<file path="src/rtl/pc_return_stack_pkg.sv">
// Shared definitions for the MUSA IF-stage return-address stack.
package pc_return_stack_pkg;

  localparam int MUSA_DATA_WIDTH = 32;

  // PC-select mux sources; the stack's top feeds the PILHA input.
  typedef enum logic [1:0] {
    PCSRC_PILHA     = 2'b00,
    PCSRC_REGISTERS = 2'b01,
    PCSRC_RELATIVE  = 2'b10
  } pcsrc_e;

  // One stack request per cycle.
  typedef struct packed {
    logic flush;
    logic push;
    logic pop;
  } rs_req_t;

  // Operation after priority resolution (flush beats push/pop).
  typedef enum logic [2:0] {
    RS_IDLE,
    RS_PUSH,
    RS_POP,
    RS_REPLACE,
    RS_FLUSH
  } rs_op_e;

  function automatic rs_op_e rs_decode(input rs_req_t req);
    if (req.flush)                rs_decode = RS_FLUSH;
    else if (req.push && req.pop) rs_decode = RS_REPLACE;
    else if (req.push)            rs_decode = RS_PUSH;
    else if (req.pop)             rs_decode = RS_POP;
    else                          rs_decode = RS_IDLE;
  endfunction

endpackage

</file>
<file path="src/rtl/pc_return_stack_mem.sv">
// Return-stack storage: one synchronous write port, one asynchronous read port.
// Contents are not reset; occupancy tracking lives in the parent.
module pc_return_stack_mem
  import pc_return_stack_pkg::*;
#(
  parameter int DATA_WIDTH = MUSA_DATA_WIDTH,
  parameter int DEPTH      = 16,
  localparam int AW        = $clog2(DEPTH)
) (
  input  logic                  clk,
  input  logic                  we,
  input  logic [AW-1:0]         waddr,
  input  logic [DATA_WIDTH-1:0] wdata,
  input  logic [AW-1:0]         raddr,
  output logic [DATA_WIDTH-1:0] rdata
);

  logic [DATA_WIDTH-1:0] mem [DEPTH];

  // Write on the rising edge when enabled.
  always_ff @(posedge clk) begin
    if (we) mem[waddr] <= wdata;
  end

  assign rdata = mem[raddr];

endmodule

</file>
<file path="src/rtl/pc_return_stack.sv">
// Hardware return-address stack for the IF stage. CALL pushes, RET pops.
// top is registered so the PILHA mux input never depends combinationally on
// this cycle's request. Overflow/underflow are sticky until err_clr.
module pc_return_stack
  import pc_return_stack_pkg::*;
#(
  parameter int DATA_WIDTH = MUSA_DATA_WIDTH,
  parameter int DEPTH      = 16,
  localparam int CNT_W     = $clog2(DEPTH+1),
  localparam int AW        = $clog2(DEPTH)
) (
  input  logic                  clk,
  input  logic                  rst,
  input  logic                  push,
  input  logic                  pop,
  input  logic [DATA_WIDTH-1:0] push_addr,
  input  logic                  flush,
  input  logic                  err_clr,
  output logic [DATA_WIDTH-1:0] top,
  output logic [CNT_W-1:0]      count,
  output logic                  empty,
  output logic                  full,
  output logic                  overflow,
  output logic                  underflow
);

  localparam logic [CNT_W-1:0] CNT_ONE  = CNT_W'(1);
  localparam logic [CNT_W-1:0] CNT_TWO  = CNT_W'(2);
  localparam logic [CNT_W-1:0] CNT_FULL = CNT_W'(DEPTH);

  rs_req_t               req;
  rs_op_e                op;
  logic                  we;
  logic [AW-1:0]         waddr;
  logic [AW-1:0]         raddr;
  logic [DATA_WIDTH-1:0] rdata;
  logic [CNT_W-1:0]      count_n;
  logic [DATA_WIDTH-1:0] top_n;
  logic                  ovf_set;
  logic                  unf_set;

  assign req   = '{flush: flush, push: push, pop: pop};
  assign op    = rs_decode(req);
  assign empty = (count == '0);
  assign full  = (count == CNT_FULL);

  // Entry below the top becomes the new top on a pop; only meaningful when count>=2.
  assign raddr = AW'(count - CNT_TWO);

  pc_return_stack_mem #(
    .DATA_WIDTH (DATA_WIDTH),
    .DEPTH      (DEPTH)
  ) u_mem (
    .clk   (clk),
    .we    (we),
    .waddr (waddr),
    .wdata (push_addr),
    .raddr (raddr),
    .rdata (rdata)
  );

  // Next occupancy, top, write strobe and error events for this cycle's request.
  always_comb begin
    we      = 1'b0;
    waddr   = AW'(count);
    count_n = count;
    top_n   = top;
    ovf_set = 1'b0;
    unf_set = 1'b0;
    unique case (op)
      RS_FLUSH: begin
        count_n = '0;
        top_n   = '0;
      end
      RS_PUSH: begin
        if (full) begin
          ovf_set = 1'b1;
        end else begin
          we      = 1'b1;
          count_n = count + CNT_ONE;
          top_n   = push_addr;
        end
      end
      RS_POP: begin
        if (empty) begin
          unf_set = 1'b1;
        end else if (count == CNT_ONE) begin
          count_n = '0;
          top_n   = '0;
        end else begin
          count_n = count - CNT_ONE;
          top_n   = rdata;
        end
      end
      RS_REPLACE: begin
        // Overwrite the top in place; an empty stack degrades to a plain push.
        we    = 1'b1;
        top_n = push_addr;
        if (empty) begin
          waddr   = '0;
          count_n = CNT_ONE;
          unf_set = 1'b1;
        end else begin
          waddr = AW'(count - CNT_ONE);
        end
      end
      default: ;
    endcase
  end

  // Occupancy, top and sticky flags; an error event outranks err_clr.
  always_ff @(posedge clk or posedge rst) begin
    if (rst) begin
      count     <= '0;
      top       <= '0;
      overflow  <= 1'b0;
      underflow <= 1'b0;
    end else begin
      count     <= count_n;
      top       <= top_n;
      overflow  <= ovf_set | (overflow  & ~err_clr);
      underflow <= unf_set | (underflow & ~err_clr);
    end
  end

endmodule
</file>
<file path="config.mk">
export PLATFORM = sky130hd
export DESIGN_NAME = pc_return_stack
export DESIGN_NICKNAME = d
export VERILOG_FILES = /design/src/rtl/pc_return_stack_pkg.sv /design/src/rtl/pc_return_stack_mem.sv /design/src/rtl/pc_return_stack.sv
export SDC_FILE = /design/constraint.sdc
export NUM_CORES = 1
export LEC_CHECK = 0
export BUFFER_PORTS_ARGS = -buffer_cell sky130_fd_sc_hd__buf_4
export CORE_MARGIN = 5
export CORE_UTILIZATION = 50
export DETAILED_ROUTE_END_ITERATION = 7
export PLACE_DENSITY = 0.67
export SYNTH_ARGS = -nofsm -noshare
export SYNTH_HDL_FRONTEND = slang
export SYNTH_SLANG_ARGS = --single-unit
</file>
<file path="constraint.sdc">
create_clock -name clk -period 10.17 [get_ports clk]
set_clock_uncertainty 0.05 [all_clocks]
set_input_delay 2.034 -clock clk [delete_from_list [all_inputs] [get_ports clk]]
set_output_delay 2.034 -clock clk [all_outputs]
set_load 0.02 [all_outputs]
</file>
**Word-level counts from Yosys, hierarchy flattened**

Memory sizes are Yosys's and may differ from the RTL's.
Index checks and enable logic that the tools add are counted.

- Reductions and logical operators: 6
- Add/subtract/negate cells: 3
- Equality and inequality tests: 9
- Bitwise operators: 5
- Muxes and demuxes: 23

Operator list:

| kind | count |
|---|---|
| case mux 32 bit (4 select lines) | 1 |
| 2-to-1 mux 32 bit | 3 |
| 2-to-1 mux 5 bit | 4 |
| case mux 5 bit (4 select lines) | 1 |
| 2-to-1 mux 4 bit | 2 |
| 2-to-1 mux 1 bit | 7 |
| == test 3 x 2 -> 1 bit (second input constant) | 2 |
| 2-to-1 mux 2 bit | 3 |
| != test 2 bit (second input constant) | 3 |
| adder 5 x 1 -> 5 bit (second input constant) | 1 |
| == test 5 x 1 -> 1 bit (second input constant) | 1 |
| == test 5 bit (second input constant) | 1 |
| logical NOT 5 bit | 1 |
| subtractor 5 x 1 -> 5 bit (second input constant) | 1 |
| AND reduction 4 bit | 1 |
| nonzero test 4 bit | 1 |
| subtractor 4 x 2 -> 4 bit (second input constant) | 1 |
| == test 3 x 1 -> 1 bit (second input constant) | 1 |
| == test 3 bit (second input constant) | 1 |
| 2-to-1 mux 3 bit | 1 |
| AND reduction 3 bit | 1 |
| AND 1 bit | 2 |
| bitwise OR 1 bit | 2 |
| case mux 1 bit (2 select lines) | 1 |
| other kinds (3) | 3 |

- Output and inout bits: 41
- Word-level logic and storage cells: 51
- Memory bits (writable): 512
- Input bits: 38
- Memories: 1
- Bits in registers: 39

Memory list:

| memory | words | width | read ports | clocked after Yosys merged registers in | wr ports | line | RTL |
|---|---|---|---|---|---|---|---|
| u_mem.mem | 16 | 32 | 1 | 0 | 1 | pc_return_stack_mem.sv:18 | `logic [DATA_WIDTH-1:0] mem [DEPTH];` |

**Logic depth before layout (Yosys ltp)**

Gate-level depths: netlist of run 1.

- Word-level depth: 8
- Mapped depth: 11
- Depth with buffers taken out: 8

**By module**

From an unflattened synthesis of run 1, not the netlist that was laid out.

- Cell total of the unflattened synthesis: 1,004
- Area total of the unflattened synthesis: 21,504.4 um^2

Modules (own cells, without submodules):

| module | cells an instance | seq. area each (um^2) | area an instance (um^2) | times used |
|---|---|---|---|---|
| pc_return_stack_mem | 806 | 15,374.7 | 19,213.4 | 1 |
| pc_return_stack | 198 | 975.9 | 2,290.9 | 1 |

**Worst setup path before layout of run 1**

Ideal clock, no wire load.

- Path type: input port to flip-flop
- Start point: input flush
- End point: memory u_mem.mem[5][0] (netlist name) (enable)
- Setup slack: 5.405 ns
- Cell stages on the path: 6
- Required time: 9.699 ns
- Setup time: 0.421 ns
- Path buffers: 1
- Arrival: 4.294 ns
- Path through: buf_2 > nand4b_1 > nor3_2 > a21oi_2 > nand3b_1 > nor2_1

- Longest elaborated chain between the ends: 5
- Elaborated cells on any way between the ends: 7
- Those cells by class: eq/ne: 2; mux: 5

RTL lines:

| element | line | RTL |
|---|---|---|
| start: declaration | pc_return_stack.sv:17 | `input logic flush,` |
| 2-to-1 mux 3 bit * | pc_return_stack_pkg.sv:30 | `if (req.flush) rs_decode = RS_FLUSH;` |
| == test 3 x 2 -> 1 bit or == test 3 x 1 -> 1 bit (tied branches) | pc_return_stack.sv:70 | `unique case (op)` |
| case mux 1 bit (2 select lines) | pc_return_stack.sv:70 |  |
| 2-to-1 mux 1 bit | pc_return_stack_mem.sv:22 | `if (we) mem[waddr] <= wdata;` |
| 2-to-1 mux 1 bit (implied by the code) | pc_return_stack_mem.sv:22 |  |
| end: declaration | pc_return_stack_mem.sv:18 |  |

Mark *: on every way between the ends. The rest lies on a longest branch, timed or not.

**Worst setup path in the final report of run 1**

- Start point: register count[1]
- End point: output empty

- Longest elaborated chain between the ends: 1

RTL lines:

| element | line | RTL |
|---|---|---|
| start: declaration | pc_return_stack.sv:20 | `output logic [CNT_W-1:0] count,` |
| start signal: assignment | pc_return_stack.sv:119 | `count <= count_n;` |
| logical NOT 5 bit | pc_return_stack.sv:44 | `assign empty = (count == '0);` |
| end: declaration | pc_return_stack.sv:21 | `output logic empty,` |

Every way passes these cells.

==> results of run 1 <==
cell type report:
type	instances	area [um^2]	share of cell area
Timing Repair Buffer	86	646	0.0263
Clock inverter	26	265	0.0108
Multi-Input combinational cell	454	5110	0.208
Tap cell	585	732	0.0298
Inverter	8	31.3	0.00127
Sequential cell	551	16400	0.666
Clock buffer	71	1400	0.0572
layout by cell type (no fill, tap or decap), types with 2 or more instances in the layout:
master     Yosys  routed
or4b_4         2       2
inv_2          2       3
nand3_2        2       2
ha_1           7       6
nor2_1        20       4
buf_4         12      86
nor3b_1        2       2
nand2b_2       1       2
bufinv_16      0       5
clkinv_8       0       2
dfrtp_1       39      37
mux4_2       128     128
nand3_1        3       3
o22a_1        33      33
nor2_4         0      16
clkbuf_16      0      53
o21ai_0        4       4
o22ai_1       33      33
clkbuf_1      13      17
xor2_1         2       2
inv_1          5       4
dfrtp_4        0       2
a21oi_1       69      69
and2_1         2       2
edfxtp_1     512     512
nand2_1       75      75
a31oi_1        4       4
mux2i_1       33      33
clkinv_1       0      13
nor3_1         2       2
clkinv_2       1       6
power by group through the flow:
| stage | logic, W | clock network, W | registers [W] |
|---|---|---|---|
| 2_1_floorplan | 0.000732 | 0 | 0.00269 |
| 3_3_place_gp | 0.00110 | 0 | 0.00268 |
| 3_5_place_dp | 0.00110 | 0 | 0.00269 |
| 4_1_cts | 0.00111 | 0.00194 | 0.00264 |
| 5_1_grt | 0.00117 | 0.00204 | 0.00265 |
| 6_report | 0.00110 | 0.00191 | 0.00264 |
final timing paths:
| kind | start | cells past startpoint | to | slack, ns |
|---|---|---|---|---|
| worst max-delay path | count[1]$_DFFE_PP0P_ | 5 | empty | 4.86 |
| worst min-delay path | underflow$_DFF_PP0_ | 1 | underflow$_DFF_PP0_ | 0.45 |
| worst max register to register | count[1]$_DFFE_PP0P_ | 7 | top[14]$_DFFE_PP0P_ | 5.46 |
| worst min register to register | underflow$_DFF_PP0_ | 1 | underflow$_DFF_PP0_ | 0.45 |
| max in group asynchronous | rst | 3 | count[1]$_DFFE_PP0P_ | 7.98 |
| min in group asynchronous | rst | 3 | top[26]$_DFFE_PP0P_ | 1.58 |
metrics by stage:
step / instances / util / total power (W)
global placement: 1684 / 0.531 / 0.00378
global route: 1781 / 0.570 / 0.00586
detailed placement: 1684 / 0.531 / 0.00379
CTS: 1781 / 0.570 / 0.00568
floorplan: 1078 / - / 0.00343
finish: 1781 / 0.570 / 0.00565
worst max-delay path: cells and delay by family, from the launching register on:
| kind | cells | cell delay, ns |
|---|---|---|
| simple gates | 1 | 0.52 |
| buf+inv | 3 | 1.05 |
| fa+ha+maj | 1 | 0.32 |
| flops | 1 | 0.70 |
cell families (layout without fill, tap and decap cells):
logic type,Yosys count,count (layout),share of synthesized area
flops,551,551,0.752
mux,162,162,0.148
compound gates,158,158,0.0466
simple gates,124,124,0.0286
buf+inv,73,191,0.0196
fa+ha+maj,7,7,0.00403
xor+xnor,3,3,0.00121
layer usage:
metal | vias to the layer above | wire length, um
li1 | 4594 | -
met1 | 5763 | 21500
met2 | 491 | 23700
met3 | 61 | 4050
met4 | 0 | 930
met5 | - | 0
sequential cells by signal, indices dropped and copies added (netlist names):
name,flops
count,5
u_mem.mem,512
overflow,1
underflow,1
top,32
==> impl_metrics.csv, run 1 <==
group,metric,value,unit
grt,overflow,0,
cts,post-cts-setup-buffer-count,0,
final_layout,finalInstanceArea,0.0245,mm^2
final_layout,drive_gt1_frac,0.270,
placed_design,dpl-instance-area,0.0229,mm^2
final_layout,area_growth,12.8,%
critical_path,path_cells,"inv_2, ha_1, or4b_4, inv_2, buf_4",
cts,path_clk_slew,0.06,ns
floorplan,initial_core_util,0.505,
floorplan,die_x,219,um
cts,numCtsBuffers,53,
critical_path,criticalPathCategory,"reg -> out",
floorplan,die-area,0.0478,mm^2
cts,cts_max_level,2,
final_layout,nets,1199,
floorplan,ios,79,
timing,relSlewSlack,0.140,
floorplan,die_height,219,um
route,drtPass1Iterations,5,
synthesis,synth_area_per_cell,20.2,um^2
timing,tns,0,ns
floorplan,rows,76,
synthesis,synth.most_common_cell,"edfxtp_1",
placed_design,dp_slack,5.05,ns
synthesis,yosys-top-cells-count,"512 x edfxtp_1, 128 x mux4_2, 75 x nand2_1",
route,drc,0,
grt,grt_pass1_wl,75000,um
grt,met2_usage,0.326,
critical_path,cp_data_arrival_time,3.23,ns
timing,timing.final.ws_setup,4.86,ns
timing,worst_pin_slew,1.29,ns
synthesis,synth-seq-area-share,0.752,
placed_design,dp_hpwl,28800,um
cts,cts-resized-gates,0,
pwr,power.switching,0.00151,W
pwr,p_leak,8.03,nW
critical_path,worstPathRequired,8.09,ns
cts,cts_tree,"built",
synthesis,synth_flop_cell,"edfxtp_1",
route,postRouteAntennaNets,0,
critical_path,crit_fanout,41,
synthesis,ys_warn_count,0,
pwr,pwr-share-seq,0.467,
grt,grt_max_degree,66,
placed_design,port_buffers,78,
synthesis,syn_area,0.0218,mm^2
synthesis,synthTopCellsByArea,"edfxtp_1 71%, mux4_2 13%, dfrtp_1 4.5%",
floorplan,core,0.0431,mm^2
synthesis,syn_inst,1078,
route,drt-total-wl,50100,um
synthesis,synth_top_area_share,0.707,
route,wl_per_cell,28.1,um
synthesis,ys_types,60,
grt,antenna_found_initial,0,
grt,track_usage,0.214,
cts,cts_hold_buf,0,
pwr,power_frac_clock,0.339,
final_layout,antenna_cells,0,
timing,rsz0062_at_grt,"no",
pwr,pwr-share-comb,0.195,
worst_hold_path,hp-class,"reg -> reg",
cts,clock_sinks,551,
job,cap_violations,0,
placed_design,gp_congestion,0.791,
cts,clk-insertion-delay-late,0.60,ns
cts,cts-root-buf,"clkbuf_16",
grt,grt_pass1_vias,11096,
cts,cts_buffer_depth,3,
route,drt_iter0_markers,1303,
grt,met3_usage,0.0420,
pwr,peakVddDrop,129,uV
timing,post-route-period-util,0.523,
grt,grt_busiest_layer,"met2",
pwr,switching_share,0.268,
critical_path,endpoint_kind,"primary output",
timing,hold_viol_final,0,
synthesis,synth_nets,1123,
synthesis,synth_edf_count,512,
pwr,power.density,230,mW/mm^2
timing,whs,0.448,ns
critical_path,critPathSlowestCell,"inv_2",
critical_path,cpMostUsedCell,"inv_2",
critical_path,slowest_delay,0.77,ns
timing,finalSetupViolCount,0,
timing,drv_slew,0,
synthesis,synth_seq_cells,551,
route,vias,10909,
outcome,status,"completed",
route,viasPerCell,6.13,
final_layout,num-fill-cells,3193,
synthesis,async_flop_share,0.0708,
timing,timing.fmax,188,MHz
pwr,intPower,0.00414,W
grt,grt_use_met1,0.323,
timing,period_needed,5.31,ns
synthesis,yosysTopAreaCell,"edfxtp_1",
critical_path,startpoint_type,"flop",
(Power assumes the default switching activity.)
==> run 2: changes to the inputs <==
==> constraint.sdc (replaced) <==
create_clock -name clk -period 5.47 [get_ports clk]
set_clock_uncertainty 0.05 [all_clocks]
set_input_delay 1.094 -clock clk [delete_from_list [all_inputs] [get_ports clk]]
set_output_delay 1.094 -clock clk [all_outputs]
set_load 0.02 [all_outputs]
==> run 2 against run 1 <==
  * Die area did not move
  * Global-route usage down 1.4 points
  * Register-to-register slack worse by 3.9 ns
  * First-iteration DRC count is 20% lower
  * Sequential power is 86% higher
  * Design area rose by 0.41%
  * Routed wire length fell by 5.8%
  * Utilization is 0.23 points higher
  * Hold slack better by 0.010 ns
  * Critical path depth up 3
  * Power grew 87%
  * Final cell count is 0.11% higher
  * Critical endpoint is now u_mem.mem[6][4]$_DFFE_PP_
==> impl_metrics.csv, run 2 (synthesis gave the netlist of run 1 again) <==
group,metric,value,unit
critical_path,crit_fanout,35,
cts,cts-root-buf,"clkbuf_16",
floorplan,ios,79,
critical_path,critical_path.top_delay_family,"simple AND/OR/NAND/NOR gates",
cts,post-cts-setup-buffer-count,0,
route,drc,0,
worst_hold_path,hp-class,"reg -> reg",
final_layout,area_growth,13.3,%
cts,clk-insertion-delay-late,0.57,ns
route,drt_iter0_markers,1045,
final_layout,multi_input_area,0.00511,mm^2
critical_path,crit_buf_inv,2,
timing,drv_slew,0,
job,cap_violations,0,
critical_path,worst-r2r-setup-slack,1.59,ns
grt,grt_pass1_wl,71500,um
placed_design,gp_congestion,0.820,
route,drt-total-wl,47200,um
final_layout,seq_area,0.0164,mm^2
timing,post-route-period-util,0.710,
critical_path,critPathSlowestCell,"nor2_4",
cts,cts-resized-gates,0,
cts,numCtsBuffers,53,
floorplan,rows,76,
final_layout,top_regs,"u_mem.mem: 512 flops, top: 32 flops, count: 5 flops",
critical_path,r2r_start,"count[0]$_DFFE_PP0P_",
grt,track_usage,0.200,
final_layout,layout_commonest_cell,"edfxtp_1",
final_layout,nets,1199,
critical_path,critPathLaunch,"count[0]$_DFFE_PP0P_",
critical_path,path_cells,"clkinv_2, ha_1, or4b_4, inv_2, nor3_2, a21oi_2, nand3b_1, nor2_4",
cts,cts_buffer_depth,3,
cts,cts_max_level,2,
critical_path,r2r_cells,8,
floorplan,die-area,0.0478,mm^2
route,wl_per_cell,26.5,um
floorplan,die_height,219,um
floorplan,initial_core_util,0.505,
outcome,status,"completed",
timing,worst_pin_slew,1.20,ns
route,drtPass1Iterations,5,
worst_hold_path,hold-path-endpoint,"overflow$_DFF_PP0_",
critical_path,criticalPathCategory,"reg -> reg",
final_layout,largest_register_ffs,512,
timing,tns,0,ns
critical_path,cp_data_arrival_time,4.02,ns
route,viasPerCell,6.02,
placed_design,dp_hpwl,28100,um
worst_hold_path,hp-start,"overflow$_DFF_PP0_",
timing,rsz0062_at_grt,"no",
critical_path,slowest_delay,1.02,ns
route,vias,10729,
critical_path,endpoint_kind,"flop",
grt,grt_pass1_vias,10899,
timing,timing.fmax,258,MHz
critical_path,worstPathRequired,5.60,ns
final_layout,num-fill-cells,3165,
final_layout,final_cell_mix,"512 x edfxtp_1, 128 x mux4_2, 85 x buf_4",
cts,path_clk_slew,0.06,ns
timing,finalSetupViolCount,0,
pwr,peakVddDrop,229,uV
cts,clock_sinks,551,
timing,whs,0.458,ns
pwr,p_total,0.0106,W
pwr,p_leak,8.08,nW
floorplan,die_x,219,um
placed_design,port_buffers,78,
worst_hold_path,hold_depth,1,
grt,grt_max_degree,71,
grt,antenna_found_initial,0,
pwr,power.density,429,mW/mm^2
cts,cts_hold_buf,0,
critical_path,startpoint_type,"flop",
route,postRouteAntennaNets,0,
final_layout,regMostFlops,"u_mem.mem",
final_layout,antenna_cells,0,
floorplan,core,0.0431,mm^2
timing,hold_viol_final,0,
final_layout,drive_gt1_frac,0.280,
grt,overflow,0,
timing,period_needed,3.88,ns
cts,cts_tree,"built",
timing,relSlewSlack,0.201,
critical_path,r2r-end,"u_mem.mem[6][4]$_DFFE_PP_",
run 2: cell count changes in the layout (fill, tap and decap cells not counted):
cell,delta
inv_6,+1
clkinvlp_4,+1
buf_12,+1
clkbuf_8,+6
buf_4,-1
clkinv_8,-2
clkinv_4,+1
clkbuf_1,-1
clkinv_1,-9
clkinv_2,+4
bufinv_16,+1
run 2: area by class of cell:
class	count	area share
clock buffer	76	0.0602
inverter	8	0.00127
timing repair buffer	86	0.0267
tap	585	0.0297
clock inverter	23	0.0111
sequential	551	0.664
multi-input combinational	454	0.207
run 2: worst max-delay path by stage:
stage,endpoint,cells after the start
finish,u_mem.mem[6][4]$_DFFE_PP_,8
global route,u_mem.mem[6][6]$_DFFE_PP_,8
CTS,u_mem.mem[6][6]$_DFFE_PP_,8
detailed placement,u_mem.mem[6][3]$_DFFE_PP_,6
global placement,u_mem.mem[7][2]$_DFFE_PP_,6
floorplan,u_mem.mem[8][0]$_DFFE_PP_,11
run 2: per-stage QoR:
stage | setup slack (ns) | instance area, um^2 | cells | utilization
finish | 1.59 | 24600 | 1783 | 0.572
global placement | 1.45 | 22900 | 1684 | 0.531
global route | 1.31 | 24600 | 1783 | 0.572
CTS | 1.50 | 24600 | 1783 | 0.572
floorplan | 1.10 | 21800 | 1078 | -
detailed placement | 1.34 | 22900 | 1684 | 0.531
run 2: routing by layer:
metal / track usage / up-vias / part of all wire
met4: 0.0435 / 0 / 0.018
met5: 0 / - / 0
met2: 0.299 / 369 / 0.46
met1: 0.315 / 5708 / 0.46
met3: 0.0345 / 53 / 0.066
li1: - / 4599 / -
run 2: power by group:
part | switching, W | internal [W]
clock | 0.00149 | 0.00217
combinational | 0.00114 | 0.000870
sequential | 0.000122 | 0.00479
total | 0.00276 | 0.00783
